[config.mk]
export PLATFORM = sky130hd
export DESIGN_NAME = fifo_top
export DESIGN_NICKNAME = d
export VERILOG_FILES = /design/src/rtl/fifo_top.sv
export SDC_FILE = /design/constraint.sdc
export NUM_CORES = 1
export LEC_CHECK = 0
export CAP_MARGIN = 10
export CORE_MARGIN = 1
export CORE_UTILIZATION = 45
export DETAILED_ROUTE_END_ITERATION = 10
export MAX_ROUTING_LAYER = met4
export PLACE_DENSITY = 0.71
export SLEW_MARGIN = 20
export SYNTH_ARGS = -nofsm -noshare
export SYNTH_HDL_FRONTEND = slang
export SYNTH_SLANG_ARGS = --single-unit
[constraint.sdc]
create_clock -name clk -period 5.3 [get_ports clk]
set_input_delay 0.53 -clock clk [delete_from_list [all_inputs] [get_ports clk]]
set_output_delay 0.53 -clock clk [all_outputs]
set_load 0.02 [all_outputs]
[src/rtl/fifo_top.sv]
// Single-clock synchronous FIFO with wrap-bit pointers and registered read data.
// Define FIFO_OVERFLOW_FLAGS_EN to add sticky overflow/underflow outputs.
module fifo_top #(
    parameter int DATA_WIDTH = 8,
    parameter int ADDR_WIDTH = 3
) (
    input  logic                  clk,
    input  logic                  reset_n,
    input  logic [DATA_WIDTH-1:0] write_data,
    input  logic                  write_enable,
    input  logic                  read_enable,
    output logic [DATA_WIDTH-1:0] read_data,
    output logic                  write_full,
    output logic                  read_empty,
`ifdef FIFO_OVERFLOW_FLAGS_EN
    output logic                  overflow,
    output logic                  underflow,
`endif
    output logic [ADDR_WIDTH:0]   fill_level
);

    localparam int DEPTH = 1 << ADDR_WIDTH;

    logic [DATA_WIDTH-1:0] mem [DEPTH];
    logic [ADDR_WIDTH:0]   wr_ptr;
    logic [ADDR_WIDTH:0]   rd_ptr;
    logic                  write_accept;
    logic                  read_accept;

    // Flags derive only from registered pointers, so no input reaches an output combinationally.
    assign read_empty   = (wr_ptr == rd_ptr);
    assign write_full   = (wr_ptr[ADDR_WIDTH-1:0] == rd_ptr[ADDR_WIDTH-1:0]) &&
                          (wr_ptr[ADDR_WIDTH] != rd_ptr[ADDR_WIDTH]);
    assign fill_level   = wr_ptr - rd_ptr;
    assign write_accept = write_enable && !write_full;
    assign read_accept  = read_enable && !read_empty;

    // Storage is deliberately left out of reset.
    always_ff @(posedge clk) begin
        if (write_accept) begin
            mem[wr_ptr[ADDR_WIDTH-1:0]] <= write_data;
        end
    end

    always_ff @(posedge clk or negedge reset_n) begin
        if (!reset_n) begin
            wr_ptr    <= '0;
            rd_ptr    <= '0;
            read_data <= '0;
        end else begin
            if (write_accept) begin
                wr_ptr <= wr_ptr + 1'b1;
            end
            if (read_accept) begin
                read_data <= mem[rd_ptr[ADDR_WIDTH-1:0]];
                rd_ptr    <= rd_ptr + 1'b1;
            end
        end
    end

`ifdef FIFO_OVERFLOW_FLAGS_EN
    // Sticky error flags; only reset clears them.
    always_ff @(posedge clk or negedge reset_n) begin
        if (!reset_n) begin
            overflow  <= 1'b0;
            underflow <= 1'b0;
        end else begin
            if (write_enable && write_full) begin
                overflow <= 1'b1;
            end
            if (read_enable && read_empty) begin
                underflow <= 1'b1;
            end
        end
    end
`endif

endmodule

==> results of run 1 <==
==> flip-flops by register name, summed over array words and instances (netlist names) <==
| signal | flops |
|---|---|
| wr_ptr | 4 |
| read_data | 8 |
| mem | 64 |
| rd_ptr | 4 |
==> power groups by stage <==
stage / clock, mW / combinational [mW] / sequential, mW
after floorplan: 0 / 0.611 / 0.938
after global placement: 0 / 0.932 / 0.919
after detailed placement: 0 / 0.948 / 0.925
after CTS: 0.457 / 0.951 / 0.911
after global routing: 0.483 / 1.04 / 0.928
final: 0.447 / 0.943 / 0.911
==> path summary, 6_finish.rpt <==
check                                               from                        to  slack, ps  cells after the start
max in group asynchronous                        reset_n     wr_ptr[2]$_DFFE_PN0P_       4230                      1
worst min-delay path            read_data[2]$_DFFE_PN0P_  read_data[2]$_DFFE_PN0P_        480                      2
worst max-delay path               rd_ptr[0]$_DFFE_PN0P_             fill_level[3]       2210                      7
min in group asynchronous                        reset_n  read_data[6]$_DFFE_PN0P_        610                      1
worst max register to register     rd_ptr[0]$_DFFE_PN0P_       mem[3][7]$_DFFE_PP_       2480                      6
worst min register to register  read_data[2]$_DFFE_PN0P_  read_data[2]$_DFFE_PN0P_        480                      2
==> metrics by stage <==
| stage | area [µm²] | total power, mW | hold slack (ps) | util [%] |
|---|---|---|---|---|
| final | 3850 | 2.30 | 479 | 55.8 |
| after detailed placement | 3630 | 1.87 | 469 | 52.6 |
| after global placement | 3630 | 1.85 | 461 | 52.6 |
| after global routing | 3850 | 2.45 | 526 | 55.8 |
| after CTS | 3840 | 2.32 | 487 | 55.5 |
| after floorplan | 3280 | 1.55 | 234 | - |
==> area by class of cell <==
cell class              count  area [µm²]  area share (%)
multi-input cells         110         892            23.2
flip-flops and latches     80        2320            60.3
clock buffers              11         151            3.93
repair buffers             28         273            7.08
well taps                  96         120            3.12
inverters                  10        37.5           0.975
clock inverters             5        55.1            1.43
==> synth_stat cells, drive strengths merged (2+ instances only) <==
library cell	instances
a22oi	8
buf	7
dfrtp	16
edfxtp	64
ha	5
inv	10
mux2	17
mux2i	16
nand2	16
nand3	2
nor2	6
nor2b	2
nor3	4
o21ai	10
o221ai	8
xnor2	6
xor2	3
==> critical path, cell delays in order, from the launching register on <==
cell and delay [ps]:
dfrtp_1 330, buf_4 430, ha_1 280, inv_1 50, a21o_1 150, a21oi_1 170
xor2_1 180, clkdlybuf4s50_1 620
==> layer usage <==
metal / vias up / track usage, % / wire length [µm]
li1: 845 / - / -
met5: - / - / 0
met4: 0 / 8.94 / 93
met1: 862 / 23.3 / 2750
met2: 37 / 25.2 / 2600
met3: 9 / 3.70 / 183
==> cells by family after synthesis <==
family | Yosys count
compound gates | 29
xor+xnor | 9
fa+ha+maj | 6
buf+inv | 18
flops | 80
mux | 33
simple gates | 33
==> impl_metrics.toml, run 1 <==
[run_status]
status = "finished clean"

[synth]
syn_nets = 226
synth-simple-area-share_pct = 4.38
synth_compound_area_share_pct = 6.37
yosys.area_share.xor_xnor_pct = 2.63
syn_inst = 208
async_reset_ff_share_pct = 20.0
synth.area.top_cells = "edfxtp_1 59%, dfrtp_1 12%, mux2_2 5.5%, mux2i_1 4.9%, o221ai_1 2.1%"
synth_top_family_by_area = "multiplexers"
ys_ff_latch = 80
synth_area_um2 = 3280
synth_top_cell_area_share_pct = 58.6
synth_enable_flop_cells = 64
synth_mux_area_share_pct = 10.8
ys_warn_count = 0
synth_top_cell_by_area = "edfxtp_1"
synth_fa_ha_area_share_pct = 2.52
synth_top_flop_cell = "edfxtp_1"
syn_area_per_cell_um2 = 15.8
synth_cell_types = 30
ys_seq_area_share_pct = 70.8

[power]
cellPowerDensity_nw_per_um2 = 598
switching_share_pct = 35.1
switchingPower_mw = 0.808
seqPwrFrac_pct = 39.6
clkPwrFrac_pct = 19.4
ir_worst_vdd_uv = 280
p_int_mw = 1.49
comb_power_share_pct = 41.0
leakage_nw = 1.39

[clock_tree]
clock-root-buffer = "clkbuf_8"
cts.path.max_buffers = 2
post_cts_resized = 0
cts_sinks = 80
post_cts_buffers = 0
clk_latency_ps = 340
ctsHoldBuffers = 0
path_clk_slew_ps = 70
cts_tree = "done"
cts_max_level = 3
cts_made_buffers = 9

[grt]
grt_use_total_pct = 17.4
overflow = 0
grt_pass1_wl_um = 9010
antenna_found_initial = 0
grt_pass1_vias = 1760
grt_max_degree = 37

[final_layout]
layout.cells.non_filler = 340
mostFrequentLayoutCells = "64 x edfxtp_1, 25 x clkdlybuf4s50_1"
antennaDiodeCount = 0
fillCellCount = 578
layout_commonest_cell = "edfxtp_1"
nNetsFinal = 257
syn_to_final_growth_pct = 17.3
drive_above_1_share_pct = 16.4

[timing]
slew-limit-headroom_pct = 28.7
setup_ws_ps = 2210
rsz0062_at_grt = "false"
tightest_slew_ps = 1060
fin_crit_ps = 3090
report.final.slew_viol_count = 0
hold_viol = 0
setup_viol = 0
max_freq_mhz = 324
finalSetupTns_ps = 0
skew_ps = 11.3
period_share_pct = 58.3

[drt]
ant_nets = 0
via_count = 1753
vias_per_cell = 5.16
drt_pass1_iterations = 4
postRouteWirelength_um = 5630
drtIter0Drc = 76
drc = 0
wl_per_cell_um = 16.5

[critical_path]
worstPathArrival_ps = 2560
crit_fanout = 36
cp-start-kind = "flip-flop"
critPathKind = "reg -> out"
endpoint_kind = "output port"
crit_required_ps = 4770

[die]
pin_count = 26
coreArea_um2 = 6910
initial_core_util_pct = 47.5
die_y_um = 87.4
dieArea_um2 = 7640
die_w_um = 87.4
rows = 30

[min_path]
hold_class = "reg -> reg"

[placed_design]
place_hpwl_um = 3890
dp_slack_ps = 2360
place_congestion = 0.765
port_buffers = 25
dp.cells = 324

[job]
cap_violations = 0
No activity file was read; power rests on OpenSTA's default activity.
==> run 2, diff against run 1 <==
PLACE_DENSITY = 0.74   (was 0.71)
clock period = 2.7 ns   (was 5.3 ns; I/O delays follow)
==> run 2 against run 1 <==
  * Final area rose by 1.0%
  * Flip-flop and latch count unchanged
  * Die area unchanged
  * Non-clock buffer count is 6 higher
  * First-iteration DRC count is 50% higher
  * Routed wire length down 0.55%
  * Highest routed layer unchanged
==> impl_metrics.toml, run 2 (synthesis results as in run 1) <==
[clock_tree]
post_cts_resized = 0
path_clk_slew_ps = 70
cts_sinks = 80
cts.path.max_buffers = 2
cts_max_level = 3
cts_made_buffers = 9
cts_tree = "done"
post_cts_buffers = 0
clock-root-buffer = "clkbuf_8"
clk_latency_ps = 350
ctsHoldBuffers = 0

[die]
pin_count = 26
dieArea_um2 = 7640
coreArea_um2 = 6910
initial_core_util_pct = 47.5
rows = 30
die_w_um = 87.4
die_y_um = 87.4

[grt]
use_met2_pct = 25.9
grtUsageMet1_pct = 21.4
antenna_found_initial = 0
grt_pass1_vias = 1784
grtUsageMet3_pct = 2.84
grt_max_degree = 36
gr-max-usage-layer = "met2"
grt_use_total_pct = 16.9
overflow = 0
grt_pass1_wl_um = 8770

[drt]
vias_per_cell = 5.16
via_count = 1784
drtIter0Drc = 114
wl_per_cell_um = 16.2
ant_nets = 0
postRouteWirelength_um = 5590
drt_pass1_iterations = 4
drc = 0

[final_layout]
fillCellCount = 565
layout.cells.non_filler = 346
multi_input_area_um2 = 877
largest_register_ffs = 64
drive_above_1_share_pct = 17.2
antennaDiodeCount = 0
layout_commonest_cell = "edfxtp_1"
mostFrequentLayoutCells = "64 x edfxtp_1, 24 x clkdlybuf4s50_1, 16 x nand2_1, 16 x mux2_2, 16 x mux2i_1"
nNetsFinal = 263
area.sequential_um2 = 2320
design_area_um2 = 3890
syn_to_final_growth_pct = 18.6

[power]
ir_worst_vdd_uv = 602
leakage_nw = 1.43
cellPowerDensity_nw_per_um2 = 1170
p_total_mw = 4.57

[timing]
max_freq_mhz = 389
skew_ps = 9.55
period_share_pct = 95.2
rsz0062_at_grt = "false"
report.final.slew_viol_count = 0
tightest_slew_ps = 752
slew-limit-headroom_pct = 49.7
fin_crit_ps = 2570
hold_viol = 0
finalSetupTns_ps = 0
setup_viol = 0

[critical_path]
crit_required_ps = 2430
crit_fanout = 7
endpoint_kind = "output port"
crit_slowest_cell = "clkdlybuf4s50_1"
critPathKind = "reg -> out"
crit_path_cell_trace = "inv_1 -> ha_1 -> fa_1 -> xnor2_1 -> clkdlybuf4s50_1"
ff2ff_setup_slack_ps = 600
slowest_delay_ps = 620
worstPathArrival_ps = 2300
cp-start-kind = "flip-flop"

[min_path]
hold_class = "in -> async"

[job]
cap_violations = 0

[placed_design]
place_hpwl_um = 3790
dp.cells = 330
place_area_um2 = 3670
place_congestion = 0.748
port_buffers = 25

[run_status]
status = "finished clean"
-- run 2: cell types whose count changed in the layout (fill, tap and decap cells not counted), moves of 2 or more --
cell,delta
buf_4,+6
nor3_1,+3
clkbuf_8,-2
nor3_2,-3
-- run 2: through the flow --
stage / hold slack, ps / setup WS (ps) / utilization (%)
after detailed placement: 469 / 443 / 53.2
after global routing: 436 / 41.5 / 56.3
after global placement: 460 / 457 / 53.2
after CTS: 387 / 63.4 / 56.3
final: 370 / 129 / 56.3
after floorplan: -25.6 / 185 / -
-- run 2: where the power goes --
part	internal (mW)	leakage (nW)	total (mW)	switching, mW
combinational	0.850	0.554	1.86	1.01
sequential	1.62	0.770	1.78	0.160
clock	0.518	0.104	0.927	0.409
-- run 2: worst max-delay path: cells and delay by family (launching register included) --
family,cells,cell delay (ps)
buf+inv,2,740
fa+ha+maj,2,620
flops,1,450
xor+xnor,1,150
-- run 2: final cells by class --
cell class / count / share of cell area, %
Sequential cell: 80 / 59.7
Inverter: 10 / 0.965
Multi-Input combinational cell: 110 / 22.5
Timing Repair Buffer: 34 / 8.23
Tap cell: 96 / 3.09
Clock buffer: 10 / 3.28
Clock inverter: 6 / 2.19
-- run 2: routing by layer --
metal	share of wire (%)	vias up
met5	0	-
met4	2.5	0
met3	3.3	12
met2	47	49
met1	47	871
li1	-	852
-- run 2: worst paths after layout --
| kind | startpoint | endpoint | cells after the start |
|---|---|---|---|
| min in group clk | read_data[4]$_DFFE_PN0P_ | read_data[4]$_DFFE_PN0P_ | 2 |
| worst min-delay path | reset_n | wr_ptr[1]$_DFFE_PN0P_ | 1 |
| worst max-delay path | wr_ptr[0]$_DFFE_PN0P_ | fill_level[2] | 5 |
| worst max register to register | wr_ptr[0]$_DFFE_PN0P_ | mem[7][5]$_DFFE_PP_ | 5 |
| worst min register to register | read_data[4]$_DFFE_PN0P_ | read_data[4]$_DFFE_PN0P_ | 2 |
| max in group asynchronous | reset_n | rd_ptr[1]$_DFFE_PN0P_ | 1 |
==> patch: new RTL, flow settings as in run 2 <==
Register the output `fill_level`, with the module's reset; this adds one clock of latency there. The other outputs are not delayed to match.
--- a/src/rtl/fifo_top.sv
+++ b/src/rtl/fifo_top.sv
@@ -32,5 +32,11 @@
     assign write_full   = (wr_ptr[ADDR_WIDTH-1:0] == rd_ptr[ADDR_WIDTH-1:0]) &&
                           (wr_ptr[ADDR_WIDTH] != rd_ptr[ADDR_WIDTH]);
-    assign fill_level   = wr_ptr - rd_ptr;
+    always_ff @(posedge clk or negedge reset_n) begin
+        if (!reset_n) begin
+            fill_level <= '0;
+        end else begin
+            fill_level <= wr_ptr - rd_ptr;
+        end
+    end
     assign write_accept = write_enable && !write_full;
     assign read_accept  = read_enable && !read_empty;
Formal check against the unedited RTL: not equivalent (a bounded check fails within 4 cycles, from zero or initial values and one cycle with reset_n low).
==> patch against run 2 <==
Via count fell by 0.11%. Core utilization is 1.2 points lower. Synthesized area is 3.0% higher. Sequential cell count increased by 4. Sequential share of layout area increased by 0.85 points. Maximum frequency up 4.4%. Wire length rose by 1.7%. Combinational power down 10%. Cell count rose by 2.0%. Design area is 2.8% higher. Synthesized cell count up 1.9%. Total power decreased by 0.68%. Global-route usage rose by 0.24 points. Setup slack better by 0.11 ns.
==> patch: results (changes against run 2) <==
Worst setup path
  – R2R cell count: 6 (was 5)
  – RR Startpoint: rd_ptr[1] (was wr_ptr[0])
  – CP Max Fanout: 8 (was 7)

Clock network
  – CTS clk-pin slew, worst paths: 0.09 ns (was 0.07 ns)

Global routing
  – Number of global-route vias before repair: 1747 (was 1784)
  – All-Layer GR Usage: 17.1% (was 16.9%)

Yosys
  – Syn nets: 230 (was 226)
  – Mean area per synthesized cell: 16.0 µm² (was 15.8 µm²)
  – Sequential area share after synthesis: 71.6% (was 70.8%)
  – Most frequent cells after synthesis: edfxtp_1, dfrtp_1, mux2_2, mux2i_1, nand2_1 (unchanged)
  – Synth top area cells: edfxtp_1, dfrtp_1, mux2_2 (unchanged)
  – Async SR Flop Fraction: 23.8% (was 20.0%)

Cells and area
  – Share of cells above drive strength 1: 16.9% (was 17.2%)
  – Total Nets Final: 267 (was 263)
  – Fillers: 585 (was 565)

Place
  – Place WS: 0.612 ns (was 0.443 ns)
  – Placer Congestion: 0.786 (was 0.748)
  – Placed cell areas: 0.00378 mm² (was 0.00367 mm²)
  – DPL Wire Length: 3.85 mm (was 3.79 mm)

Detailed routing
  – Avg WL per Cell: 16.1 µm (was 16.2 µm)
  – Post-DR vias/cell: 5.05 (was 5.16)
  – Routed vias: 1782 (was 1784)
  – Iteration-0 DRC Markers: 90 (was 114)

STA
  – Slew HR: 40.7% (was 49.7%)
  – Worst Skew: 0.0123 ns (was 0.00955 ns)

Power
  – Peak VDD IR: 0.411 mV (was 0.602 mV)
  – Leak: 1.47 nW (was 1.43 nW)

Status
  – Status: finished clean (unchanged)
-- patch: cell types whose count changed after synthesis --
cell	change
o21ai_0	-1
dfrtp_1	+4
o21ai_1	+1
-- patch: metrics by stage --
stage               util [%]  hold WS, ns
finish                  55.1        0.421
global route            55.1        0.491
CTS                     55.1        0.445
floorplan                  -      -0.0256
detailed placement      52.1        0.469
global placement        52.1        0.460
-- patch: cell type report --
| class | instances | area (µm²) | area share, % |
|---|---|---|---|
| clock buffer | 10 | 128 | 3.19 |
| clock inverter | 6 | 93.8 | 2.35 |
| inverter | 10 | 37.5 | 0.938 |
| multi-input combinational | 110 | 877 | 21.9 |
| sequential | 84 | 2420 | 60.6 |
| tap | 99 | 124 | 3.10 |
| timing repair buffer | 34 | 318 | 7.94 |
-- patch: metal layers --
metal / global-route usage, % / part of all wire [%] / vias up
met3: 2.24 / 3.7 / 8
met1: 23.9 / 49 / 858
met2: 24.1 / 45 / 45
met4: 9.68 / 2.0 / 0
li1: - / - / 871
met5: - / 0 / -
-- patch: worst max-delay path, delay by kind of cell (launching register included) --
| family | cells | cell delay [ns] |
|---|---|---|
| flops | 1 | 0.50 |
| simple gates | 2 | 0.30 |
| buf+inv | 2 | 0.72 |
| fa+ha+maj | 1 | 0.34 |
-- patch: kinds of logic (layout without fill, tap and decap cells) --
| logic type | Yosys count | count (layout) | synth area share [%] |
|---|---|---|---|
| DFF | 84 | 84 | 71.6 |
| muxes | 33 | 33 | 10.5 |
| and+or+nand+nor | 33 | 33 | 4.25 |
| AOI/OAI and AO/OA | 29 | 29 | 6.18 |
| buffers and inverters | 18 | 60 | 2.44 |
| xor gates and xnor gates | 9 | 9 | 2.55 |
| adders and majority gates | 6 | 6 | 2.44 |
-- patch: power by group --
part / internal, mW / switching (mW) / leakage (nW)
clock network: 0.531 / 0.446 / 0.108
logic: 0.752 / 0.922 / 0.545
registers: 1.72 / 0.168 / 0.817
total: 3.00 / 1.54 / 1.47
-- patch: final timing paths --
path                                end  slack, ns
setup / recovery             write_full       0.24
hold / removal             read_data[3]       0.42
setup reg to reg              mem[4][0]       0.64
hold reg to reg            read_data[7]       0.48
max in group asynchronous     wr_ptr[2]       1.73
min in group clk           read_data[7]       0.48
